--- src/rtl/sdram_port_arbiter.sv ---
// sdram_port_arbiter
// Shares the single SDRAM controller port between the ioctl downloader, the
// Z80 CPU bus and tape playback. One transaction is in flight at a time:
// IDLE (arbitrate) -> ISSUE (strobe) -> WAIT (mem_ready or timeout) -> DONE.
// Priority: downloader, then a starved or refresh-window tape request, then
// CPU, then tape. Acks are registered and appear the cycle after DONE.

module sdram_port_arbiter #(
    parameter int ADDR_W        = 23,
    parameter int TAPE_MAX_WAIT = 64,
    parameter int TIMEOUT       = 255
) (
    input  logic              clk_sys,
    input  logic              reset,

    input  logic              dl_req,
    input  logic [ADDR_W-1:0] dl_addr,
    input  logic [7:0]        dl_data,
    output logic              dl_ack,

    input  logic              cpu_req,
    input  logic              cpu_we,
    input  logic [ADDR_W-1:0] cpu_addr,
    input  logic [7:0]        cpu_wdata,
    output logic [7:0]        cpu_rdata,
    output logic              cpu_ack,

    input  logic              tape_req,
    input  logic [ADDR_W-1:0] tape_addr,
    output logic [7:0]        tape_rdata,
    output logic              tape_ack,

    input  logic              rfsh_window,

    output logic [ADDR_W-1:0] mem_addr,
    output logic [15:0]       mem_din,
    output logic              mem_rd,
    output logic              mem_we,
    input  logic [15:0]       mem_dout,
    input  logic              mem_ready,

    output logic              busy,
    output logic              timeout_err
);

    // Tape wait counter saturates at TAPE_MAX_WAIT, so it needs to hold that value.
    localparam int TW_W = $clog2(TAPE_MAX_WAIT + 1);
    // WAIT counter runs 0 .. TIMEOUT-1; the last value aborts the transaction.
    localparam int TO_W = (TIMEOUT > 1) ? $clog2(TIMEOUT) : 1;

    localparam logic [TW_W-1:0] TAPE_MAX_V = TW_W'(TAPE_MAX_WAIT);
    localparam logic [TO_W-1:0] TO_LAST_V  = TO_W'(TIMEOUT - 1);

    typedef enum logic [1:0] {
        ST_IDLE,
        ST_ISSUE,
        ST_WAIT,
        ST_DONE
    } state_t;

    typedef enum logic [1:0] {
        OWN_DL,
        OWN_CPU,
        OWN_TAPE
    } owner_t;

    state_t              state_q;
    owner_t              owner_q;
    logic                is_write_q;
    logic [ADDR_W-1:0]   addr_q;
    logic [7:0]          byte_q;
    logic                mem_rd_q;
    logic                mem_we_q;
    logic                dl_ack_q;
    logic                cpu_ack_q;
    logic                tape_ack_q;
    logic [7:0]          cpu_rdata_q;
    logic [7:0]          tape_rdata_q;
    logic                busy_q;
    logic                timeout_err_q;
    logic [TO_W-1:0]     tmo_q;
    logic [TW_W-1:0]     tape_wait_q;
    logic [TW_W-1:0]     tape_wait_d;

    logic                grant_valid_d;
    owner_t              grant_owner_d;
    logic                tape_promote;
    logic                tape_granted;
    logic                wait_finish;
    logic [7:0]          wait_byte;
    logic                dout_hi_unused;

    // Only the low byte of the controller word carries data.
    assign dout_hi_unused = ^mem_dout[15:8];

    // A tape request jumps ahead of the CPU when it has waited long enough or
    // the CPU is in a refresh cycle and therefore cannot be using the bus.
    assign tape_promote = tape_req && (rfsh_window || (tape_wait_q >= TAPE_MAX_V));

    // Fixed-priority arbitration, evaluated every IDLE cycle.
    always_comb begin
        grant_valid_d = 1'b0;
        grant_owner_d = OWN_DL;
        if (dl_req) begin
            grant_valid_d = 1'b1;
            grant_owner_d = OWN_DL;
        end else if (tape_promote) begin
            grant_valid_d = 1'b1;
            grant_owner_d = OWN_TAPE;
        end else if (cpu_req) begin
            grant_valid_d = 1'b1;
            grant_owner_d = OWN_CPU;
        end else if (tape_req) begin
            grant_valid_d = 1'b1;
            grant_owner_d = OWN_TAPE;
        end
    end

    assign tape_granted = (state_q == ST_IDLE) && grant_valid_d && (grant_owner_d == OWN_TAPE);

    // Tape starvation counter: counts every cycle a tape request is left pending.
    always_comb begin
        tape_wait_d = tape_wait_q;
        if (!tape_req || tape_granted) begin
            tape_wait_d = '0;
        end else if (tape_wait_q < TAPE_MAX_V) begin
            tape_wait_d = tape_wait_q + TW_W'(1);
        end
    end

    // Tape wait counter register.
    always_ff @(posedge clk_sys) begin
        if (reset) begin
            tape_wait_q <= '0;
        end else begin
            tape_wait_q <= tape_wait_d;
        end
    end

    // WAIT ends on controller completion or when the timeout budget runs out;
    // an aborted read returns 8'hFF.
    assign wait_finish = mem_ready || (tmo_q == TO_LAST_V);
    assign wait_byte   = mem_ready ? mem_dout[7:0] : 8'hFF;

    // Transaction FSM with registered strobes, acks, read data and status.
    always_ff @(posedge clk_sys) begin
        if (reset) begin
            state_q       <= ST_IDLE;
            owner_q       <= OWN_DL;
            is_write_q    <= 1'b0;
            addr_q        <= '0;
            byte_q        <= '0;
            mem_rd_q      <= 1'b0;
            mem_we_q      <= 1'b0;
            dl_ack_q      <= 1'b0;
            cpu_ack_q     <= 1'b0;
            tape_ack_q    <= 1'b0;
            cpu_rdata_q   <= '0;
            tape_rdata_q  <= '0;
            busy_q        <= 1'b0;
            timeout_err_q <= 1'b0;
            tmo_q         <= '0;
        end else begin
            mem_rd_q   <= 1'b0;
            mem_we_q   <= 1'b0;
            dl_ack_q   <= 1'b0;
            cpu_ack_q  <= 1'b0;
            tape_ack_q <= 1'b0;

            case (state_q)
                ST_IDLE: begin
                    if (grant_valid_d) begin
                        owner_q <= grant_owner_d;
                        state_q <= ST_ISSUE;
                        busy_q  <= 1'b1;
                        // Strobe is registered here so it is high exactly during ISSUE.
                        case (grant_owner_d)
                            OWN_DL: begin
                                addr_q     <= dl_addr;
                                byte_q     <= dl_data;
                                is_write_q <= 1'b1;
                                mem_we_q   <= 1'b1;
                            end
                            OWN_CPU: begin
                                addr_q     <= cpu_addr;
                                byte_q     <= cpu_wdata;
                                is_write_q <= cpu_we;
                                mem_we_q   <= cpu_we;
                                mem_rd_q   <= !cpu_we;
                            end
                            default: begin
                                addr_q     <= tape_addr;
                                byte_q     <= 8'h00;
                                is_write_q <= 1'b0;
                                mem_rd_q   <= 1'b1;
                            end
                        endcase
                    end
                end

                ST_ISSUE: begin
                    state_q <= ST_WAIT;
                    tmo_q   <= '0;
                end

                ST_WAIT: begin
                    if (wait_finish) begin
                        if (!mem_ready) begin
                            timeout_err_q <= 1'b1;
                        end
                        if (!is_write_q) begin
                            if (owner_q == OWN_CPU) begin
                                cpu_rdata_q <= wait_byte;
                            end else if (owner_q == OWN_TAPE) begin
                                tape_rdata_q <= wait_byte;
                            end
                        end
                        state_q <= ST_DONE;
                    end else begin
                        tmo_q <= tmo_q + TO_W'(1);
                    end
                end

                ST_DONE: begin
                    dl_ack_q   <= (owner_q == OWN_DL);
                    cpu_ack_q  <= (owner_q == OWN_CPU);
                    tape_ack_q <= (owner_q == OWN_TAPE);
                    state_q    <= ST_IDLE;
                    busy_q     <= 1'b0;
                end

                default: begin
                    state_q <= ST_IDLE;
                    busy_q  <= 1'b0;
                end
            endcase
        end
    end

    assign mem_addr    = addr_q;
    assign mem_din     = {8'h00, byte_q};
    assign mem_rd      = mem_rd_q;
    assign mem_we      = mem_we_q;
    assign dl_ack      = dl_ack_q;
    assign cpu_ack     = cpu_ack_q;
    assign tape_ack    = tape_ack_q;
    assign cpu_rdata   = cpu_rdata_q;
    assign tape_rdata  = tape_rdata_q;
    assign busy        = busy_q;
    assign timeout_err = timeout_err_q;

endmodule
--- config.mk ---
export PLATFORM = sky130hd
export DESIGN_NAME = sdram_port_arbiter
export DESIGN_NICKNAME = d
export VERILOG_FILES = /design/src/rtl/sdram_port_arbiter.sv
export SDC_FILE = /design/constraint.sdc
export NUM_CORES = 1
export LEC_CHECK = 0
export ABC_AREA = 1
export CORE_MARGIN = 4
export CORE_UTILIZATION = 45
export DETAILED_ROUTE_END_ITERATION = 8
export HOLD_SLACK_MARGIN = 0.1
export PLACE_DENSITY = 0.89
export SLEW_MARGIN = 0
export SYNTH_ARGS = -nofsm -noshare
export SYNTH_HDL_FRONTEND = slang
export SYNTH_SLANG_ARGS = --single-unit
--- constraint.sdc ---
create_clock -name clk_sys -period 2.7 [get_ports clk_sys]
set_clock_uncertainty 0.2 [all_clocks]
set_input_delay 0.54 -clock clk_sys [delete_from_list [all_inputs] [get_ports clk_sys]]
set_output_delay 0.54 -clock clk_sys [all_outputs]
set_load 0.005 [all_outputs]
==> flow_summary.json <==
{
  "power.internal_mw": 2.36,
  "grt_overflow": 0,
  "cp-start-kind": "input pin",
  "grt_pass1_wl_um": 18800,
  "synth_most_common_cell": "nand2_1",
  "rr_worst_depth": 7,
  "clockRootBuffer": "clkbuf_8",
  "endpoint_kind": "flop",
  "chipHeight_um": 99.1,
  "core_area_um2": 7890,
  "fillers": 606,
  "slew_violations": 0,
  "rsz0062_at_grt": "no",
  "hpwl_um": 9000,
  "dr.max_layer_used": "met4",
  "crit_buf_inv": 3,
  "required_ns": 2.77,
  "yosysTopAreaCell": "dfxtp_1",
  "critical_path_depth": 7,
  "postLayoutCoreUtil_pct": 70.1,
  "cts_buffers": 9,
  "path_clk_slew_ns": 0.08,
  "slowest_stage": "clkdlybuf4s50_1",
  "grtUsageTotal_pct": 23.6,
  "switching_power_mw": 1.24,
  "met1_length_um": 4750,
  "cts_tree": "built",
  "drive_above_1_share_pct": 8.90,
  "ys_async_sr_fraction_pct": 0,
  "wire_per_inst_um": 15.4,
  "antenna_found_initial": 0,
  "clk_latency_ns": 0.35,
  "cts_sinks": 74,
  "max_slew_margin_pct": 62.5,
  "cts_htree_levels": 3,
  "syn-mean-instance-area_um2": 7.13,
  "final_nets": 786,
  "vdd_ir_drop_max_mv": 0.375,
  "synth.top_cell.area_share_pct": 39.7,
  "num_vias": 4198,
  "met3_length_um": 986,
  "drc": 0,
  "post-cts-setup-buffers": 0,
  "grt_max_degree": 55,
  "drtPass1Iterations": 5,
  "p_leak_nw": 2.15,
  "drt_iter0_drc": 246,
  "holdBufCountCts": 0,
  "critical-path-top-delay-family": "buffers and inverters",
  "syn_to_final_growth_pct": 48.1,
  "fmax_mhz": 479,
  "worstHoldPathType": "reg -> reg",
  "holdWs_ns": 0.263,
  "synth_cells": 524,
  "arrival_ns": 2.16,
  "clk_path_buf_depth": 2,
  "die-area_um2": 9820,
  "wirelength_um": 12000,
  "final_cell_area_um2": 5530,
  "period_minus_slack_ns": 2.09,
  "cp_max_fo": 27,
  "vias_per_cell": 5.41,
  "synth_cell_types": 32,
  "ys_warn_count": 0,
  "portBuffers": 154,
  "yosys-top-cells-area": "dfxtp_1 (40%), nand3_1 (15%), nand2_1 (12%)",
  "fp.dieW_um": 99.1,
  "seqPwrFrac_pct": 38.1,
  "first_global_vias": 3942,
  "n_antenna_cell": 0,
  "synthFlopType": "dfxtp_1",
  "worst_pin_slew_ns": 0.563,
  "synth_edf_count": 0,
  "critical_path.cell_chain": "clkdlybuf4s50_1 > inv_1 > nand3_1 > nand2_2 > inv_2 > o21ai_0 > a21oi_1",
  "comb_power_share_pct": 35.1,
  "cpPeakStageDelay_ns": 0.59,
  "post_cts_resized": 0,
  "netlist_area_um2": 3730,
  "swShare_pct": 34.4,
  "period_share_pct": 77.3,
  "route.met2.wl_um": 5830,
  "ys_seq_elements": 74,
  "start_util_pct": 47.4,
  "hold_viol": 0,
  "routabilityCongestion": 0.932,
  "pwr_density_cell_nw_per_um2": 650,
  "final_antenna_net_count": 0,
  "cap_violations": 0,
  "fp-row-count": 32,
  "yosysSeqAreaShare_pct": 39.7,
  "synth_commonest_cells": "nand2_1 (124), nand3_1 (110), dfxtp_1 (74)",
  "hold_depth": 2,
  "placedInstanceArea_um2": 5310,
  "setup_viol": 0,
  "ios": 171,
  "pwr-share-clk_pct": 26.9,
  "critPathKind": "in -> reg",
  "final.setup.tns_ns": 0,
  "status": "finished clean"
}
## path summary, 6_finish.rpt
check	from	endpoint	slack [ns]
hold reg to reg	tape_rdata[2]	tape_rdata[2]	0.26
setup / recovery	tape_req	busy	0.61
hold / removal	tape_rdata[2]	tape_rdata[2]	0.26
setup reg to reg	state_q[0]	tape_rdata[5]	0.70
## layout by cell type (no fill, tap or decap), types with 2 or more instances in the layout
cell type,synthesis,layout
ha_1,8,8
o21ai_0,5,5
bufinv_16,0,2
a21oi_1,62,62
o21a_1,2,2
nand2_1,124,124
nand4_1,18,18
nor3_1,6,6
nor2_2,4,4
clkbuf_8,0,9
dfxtp_1,74,74
a21oi_2,2,2
buf_4,8,9
clkdlybuf4s50_1,0,153
inv_1,22,22
or2_2,11,11
nor2_4,2,2
conb_1,1,8
nor2_1,15,15
nand2_2,4,4
clkinvlp_4,0,2
nand3_1,110,110
inv_2,4,4
inv_6,0,2
xor2_1,4,4
nand3_2,3,3
## cells by family after synthesis
kind of cell / after synthesis / share of synthesized area, %
simple gates: 300 / 38.1
other cells: 1 / 0.100
buf+inv: 62 / 7.74
compound gates: 74 / 10.5
xor+xnor: 5 / 1.17
flops: 74 / 39.7
fa+ha+maj: 8 / 2.68
## power groups by stage
stage / Combinational (mW) / Clock, mW / Sequential, mW
4_1_cts: 1.26 / 0.979 / 1.37
2_1_floorplan: 0.651 / 0 / 1.39
6_report: 1.26 / 0.967 / 1.37
3_5_place_dp: 1.25 / 0 / 1.39
3_3_place_gp: 1.21 / 0 / 1.38
5_1_grt: 1.39 / 1.03 / 1.39
## area by class of cell
| cell class | count | area (µm²) | share of cell area, % |
|---|---|---|---|
| multi-input combinational | 395 | 1990 | 36.1 |
| timing repair buffer | 163 | 1600 | 29.0 |
| sequential | 74 | 1480 | 26.8 |
| tap | 102 | 128 | 2.31 |
| clock buffer | 9 | 124 | 2.24 |
| clock inverter | 7 | 101 | 1.83 |
| inverter | 26 | 97.6 | 1.76 |
## sequential cells by signal, indices dropped and copies added (netlist names), 2 cells and up
signal       flops
mem_addr        23
byte_q           8
cpu_rdata        8
tape_rdata       8
tmo_q            8
tape_wait_q      7
owner_q          2
state_q          2
## through the flow
step,total power [mW],cells,setup WS (ns)
floorplan,2.04,531,1.08
global placement,2.59,760,0.358
detailed placement,2.64,760,0.297
CTS,3.60,776,0.638
global route,3.81,776,0.458
finish,3.60,776,0.612
## layer usage
metal | vias up | GRT usage, %
met3 | 32 | 5.82
met2 | 187 | 39.8
met5 | - | 0
li1 | 2042 | -
met1 | 1937 | 28.3
met4 | 0 | 10.5
## worst reg2reg max path: cells and delay by family, from the launching register on
kind                     cells  cell delay (ns)
flip-flops                   1             0.33
buffers and inverters        2             0.27
AO/OA/AOI/OAI                1             0.07
adder cells (fa/ha/maj)      1             0.28
AND/OR/NAND/NOR              3             0.72
Power figures use the tool's default switching activity.
